[src/rtl/vga_timing_gen.sv]
// Raster timing generator: pixel/line counters with registered sync, blanking
// and a one-cycle frame tick, all aligned to the counters they accompany.
module vga_timing_gen #(
    parameter int H_VIS    = 800,
    parameter int H_FP     = 40,
    parameter int H_SYNC   = 128,
    parameter int H_BP     = 88,
    parameter int V_VIS    = 600,
    parameter int V_FP     = 1,
    parameter int V_SYNC   = 4,
    parameter int V_BP     = 23,
    parameter int SYNC_POL = 1
) (
    input  logic        clk,
    input  logic        rst,
    input  logic        pix_en,
    output logic [10:0] hcount_out,
    output logic        hsync_out,
    output logic        hblnk_out,
    output logic [10:0] vcount_out,
    output logic        vsync_out,
    output logic        vblnk_out,
    output logic        frame_tick
);
    localparam int H_TOT = H_VIS + H_FP + H_SYNC + H_BP;
    localparam int V_TOT = V_VIS + V_FP + V_SYNC + V_BP;

    localparam logic [10:0] H_LAST       = 11'(H_TOT - 1);
    localparam logic [10:0] V_LAST       = 11'(V_TOT - 1);
    localparam logic [10:0] H_VIS_C      = 11'(H_VIS);
    localparam logic [10:0] H_SYNC_START = 11'(H_VIS + H_FP);
    localparam logic [10:0] H_SYNC_END   = 11'(H_VIS + H_FP + H_SYNC);
    localparam logic [10:0] V_VIS_C      = 11'(V_VIS);
    localparam logic [10:0] V_SYNC_START = 11'(V_VIS + V_FP);
    localparam logic [10:0] V_SYNC_END   = 11'(V_VIS + V_FP + V_SYNC);
    localparam logic        POL          = (SYNC_POL != 0);

    logic [10:0] hcount_reg, hcount_next;
    logic [10:0] vcount_reg, vcount_next;
    logic        hsync_reg, hsync_next;
    logic        hblnk_reg, hblnk_next;
    logic        vsync_reg, vsync_next;
    logic        vblnk_reg, vblnk_next;
    logic        tick_reg, tick_next;

    // Flags are derived from the counter values about to be loaded so that
    // every output register describes the same pixel.
    always_comb begin
        hcount_next = hcount_reg + 11'd1;
        vcount_next = vcount_reg;
        if (hcount_reg == H_LAST) begin
            hcount_next = '0;
            vcount_next = (vcount_reg == V_LAST) ? '0 : vcount_reg + 11'd1;
        end
        hblnk_next = (hcount_next >= H_VIS_C);
        hsync_next = ((hcount_next >= H_SYNC_START) && (hcount_next < H_SYNC_END)) ? POL : ~POL;
        vblnk_next = (vcount_next >= V_VIS_C);
        vsync_next = ((vcount_next >= V_SYNC_START) && (vcount_next < V_SYNC_END)) ? POL : ~POL;
        tick_next  = (hcount_next == H_LAST) && (vcount_next == V_LAST);
    end

    always_ff @(posedge clk) begin
        if (rst) begin
            hcount_reg <= '0;
            vcount_reg <= '0;
            hblnk_reg  <= 1'b0;
            vblnk_reg  <= 1'b0;
            hsync_reg  <= ~POL;
            vsync_reg  <= ~POL;
            tick_reg   <= 1'b0;
        end else if (pix_en) begin
            hcount_reg <= hcount_next;
            vcount_reg <= vcount_next;
            hblnk_reg  <= hblnk_next;
            vblnk_reg  <= vblnk_next;
            hsync_reg  <= hsync_next;
            vsync_reg  <= vsync_next;
            tick_reg   <= tick_next;
        end else begin
            // A stalled cycle at the last pixel must not repeat the tick.
            tick_reg   <= 1'b0;
        end
    end

    assign hcount_out = hcount_reg;
    assign vcount_out = vcount_reg;
    assign hsync_out  = hsync_reg;
    assign hblnk_out  = hblnk_reg;
    assign vsync_out  = vsync_reg;
    assign vblnk_out  = vblnk_reg;
    assign frame_tick = tick_reg;
endmodule

[config.mk]
export PLATFORM = sky130hd
export DESIGN_NAME = vga_timing_gen
export DESIGN_NICKNAME = d
export VERILOG_FILES = /design/src/rtl/vga_timing_gen.sv
export SDC_FILE = /design/constraint.sdc
export NUM_CORES = 1
export LEC_CHECK = 0
export BUFFER_PORTS_ARGS = -buffer_cell sky130_fd_sc_hd__buf_4
export CORE_ASPECT_RATIO = 1.2
export CORE_UTILIZATION = 45
export CTS_CLUSTER_DIAMETER = 50
export DETAILED_ROUTE_END_ITERATION = 8
export HOLD_SLACK_MARGIN = 0.15
export MAX_ROUTING_LAYER = met4
export PLACE_DENSITY = 0.62
export SETUP_SLACK_MARGIN = 0.2
export SKIP_LAST_GASP = 1
export SYNTH_ARGS = -nofsm -noshare
export SYNTH_HDL_FRONTEND = slang
export SYNTH_SLANG_ARGS = --single-unit
[constraint.sdc]
create_clock -name clk -period 3.5 [get_ports clk]
set_input_delay 0.175 -clock clk [delete_from_list [all_inputs] [get_ports clk]]
set_output_delay 0.175 -clock clk [all_outputs]
set_load 0.005 [all_outputs]
==> results.json <==
{
  "cts.sinks": 27,
  "hold_class": "in -> reg",
  "drv_cap": 0,
  "place_hpwl_um": 3321,
  "critPathArrivalTime_ns": 3.11,
  "crit_type": "reg -> reg",
  "num_rows": 25,
  "outcome": "finished, final reports clean",
  "syn-cell-area_um2": 1871,
  "insertion_delay_ns": 0.28,
  "finalHoldViolCount": 0,
  "p_comb_share_pct": 6.5,
  "vias": 1838,
  "synthesis.instances": 243,
  "synthDistinctLibCells": 52,
  "port-buffer-count": 29,
  "first_global_vias": 1681,
  "yosysTopAreaCell": "dfxtp_1",
  "cts_setup_buffers": 0,
  "setup_viol": 0,
  "area_growth_pct": 13.04,
  "antenna_cells": 0,
  "pwr-share-seq_pct": 59.0,
  "dieArea_um2": 4420,
  "wire_per_inst_um": 15.20,
  "ctsHtreeMaxLevel": 1,
  "rsz0062_at_grt": "no",
  "finalClockSkew_ns": 0.001544,
  "finalNonFillerCells": 308,
  "yosys_warnings": 0,
  "synth_edf_count": 0,
  "required_ns": 3.70,
  "p_leak_uw": 0.0007303,
  "syn-num-nets": 249,
  "min_period_over_period_pct": 83.19,
  "critPathLaunchType": "flop",
  "wl_met1_um": 2132,
  "end_kind": "flop",
  "worstMarginPinSlew_ns": 0.6967,
  "tns_ns": 0,
  "post-synth-top-area-fraction_pct": 28.90,
  "vias_per_cell": 5.968,
  "n_fill_cell": 413,
  "hold_buffers": 0,
  "pin_count": 30,
  "vdd_ir_drop_max_mv": 0.1273,
  "p_int_uw": 408.0,
  "cts.path.max_buffers": 2,
  "ys_async_sr_fraction_pct": 0,
  "maxSlewViolCount": 0,
  "postSynthAreaPerCell_um2": 7.698,
  "dp_cells": 304,
  "drcViolationCount": 0,
  "initial_utilization_pct": 47.09,
  "wirelength_um": 4681,
  "route.met2.wl_um": 2269,
  "ys.flop_type": "dfxtp_1",
  "core_um2": 3973,
  "drive_above_1_share_pct": 16.54,
  "top_layer": "met4",
  "dieWidth_um": 60.86,
  "overflow": 0,
  "grt_usage_pct": 24.44,
  "cts_root_buffer": "clkbuf_8",
  "p_sw_uw": 128.9,
  "relSlewSlack_pct": 53.19,
  "cts_tree": "yes",
  "ys_top_cells_by_area": "dfxtp_1 29%, nor2_1 5.4%, clkbuf_1 4.4%",
  "gp_congestion": 0.8778,
  "nNetsFinal": 261,
  "drt_iter0_markers": 142,
  "p_clk_share_pct": 34.5,
  "cts_resized": 0,
  "fmax_mhz": 343.5,
  "wl_met3_um": 194,
  "grt_pass1_wl_um": 8086,
  "powerDensity_nw_per_um2": 253.9,
  "antenna_found_initial": 0,
  "finalCriticalPeriod_ns": 2.911,
  "swShare_pct": 24.00,
  "first_pass_iters": 4,
  "cp_max_fo": 9,
  "cts_buffers": 3,
  "grt_max_degree": 32,
  "ant_nets": 0,
  "yosys_register_bits": 27,
  "die_height_um": 72.63,
  "clk_pin_slew_worst_paths_ns": 0.10,
  "synth_seq_area_share_pct": 28.90
}
[routing by layer]
metal  track usage (%)  vias up
met5                 -        -
met4             8.333        0
met3             3.369       10
met2             38.46       54
met1             31.87      853
li1                  -      921
[cell type report]
type	instances	area [µm²]	share of cell area (%)
timing repair buffer	30	225.2	10.65
clock buffer	4	45.04	2.130
sequential	27	540.5	25.56
inverter	5	18.77	0.8876
multi-input combinational	188	1217	57.57
tap	54	67.56	3.195
[worst max-delay path, cell delays in order (launching register included)]
cell and delay (ns):
dfxtp_1 0.45, ha_1 0.30, and4_1 0.37, nand3_1 0.32, nor4b_1 0.46, xnor2_1 0.21, or4b_4 0.51, o31ai_2 0.21
[cell families (layout without fill, tap and decap cells)]
| family | after synthesis | in the layout | share of synthesized area (%) |
|---|---|---|---|
| flip-flops | 27 | 27 | 28.90 |
| adder cells (fa/ha/maj) | 3 | 3 | 2.007 |
| AND/OR/NAND/NOR | 111 | 111 | 34.12 |
| AO/OA/AOI/OAI | 56 | 56 | 20.34 |
| XOR/XNOR | 16 | 16 | 7.492 |
| buffers and inverters | 28 | 39 | 6.020 |
| multiplexers | 2 | 2 | 1.137 |
[path summary, 6_finish.rpt]
| path | from | endpoint | slack, ns | cells after the start |
|---|---|---|---|---|
| max | hcount_out[0] | vsync_out | 0.59 | 7 |
| min | rst | vcount_out[10] | 0.26 | 2 |
| max reg2reg | hcount_out[0] | vsync_out | 0.59 | 7 |
| min reg2reg | hblnk_out | hblnk_out | 0.49 | 2 |
[registers in the layout (all words and copies together) (netlist names)]
signal / count
frame_tick: 1
vblnk_out: 1
vsync_out: 1
hcount_out: 11
hsync_out: 1
vcount_out: 11
hblnk_out: 1
[Yosys cell counts (5+ instances only)]
cell type,n
nor3_1,6
nand2_1,12
nand4_1,9
and3_1,6
xnor2_1,7
a21oi_1,16
nand3_1,15
clkbuf_1,22
o21ai_0,9
xor2_1,9
dfxtp_1,27
inv_1,5
a211oi_1,5
nor2_1,27
[per-stage QoR]
stage          hold slack (ns)  utilization, %  worst slack [ns]  total power (µW)  area, µm²
2_1_floorplan           0.4272               -            0.8723             345.2       1871
3_3_place_gp            0.4712           52.09            0.5915             358.7       2069
3_5_place_dp            0.4796           52.09            0.5981             358.9       2069
4_1_cts                 0.2657           53.23            0.5651             541.0       2115
5_1_grt                 0.2707           53.23            0.2377             554.4       2115
6_report                0.2625           53.23            0.5885             536.9       2115
[power by group through the flow]
stage / combinational [µW] / sequential, µW / clock (µW)
floorplan: 22.2 / 323 / 0
global placement: 34.8 / 324 / 0
detailed placement: 34.9 / 324 / 0
CTS: 35.0 / 317 / 189
global route: 39.1 / 318 / 198
finish: 35.0 / 317 / 185
[cells in the final DEF (no fill, tap or decap), drive strengths merged, types with 7 or more instances in the layout]
cell,instances
a21oi,16
buf,30
dfxtp,27
nand2,12
nand3,15
nand4,9
nor2,27
nor3,7
o21ai,9
xnor2,7
xor2,9
No activity file was read; power rests on OpenSTA's default activity.
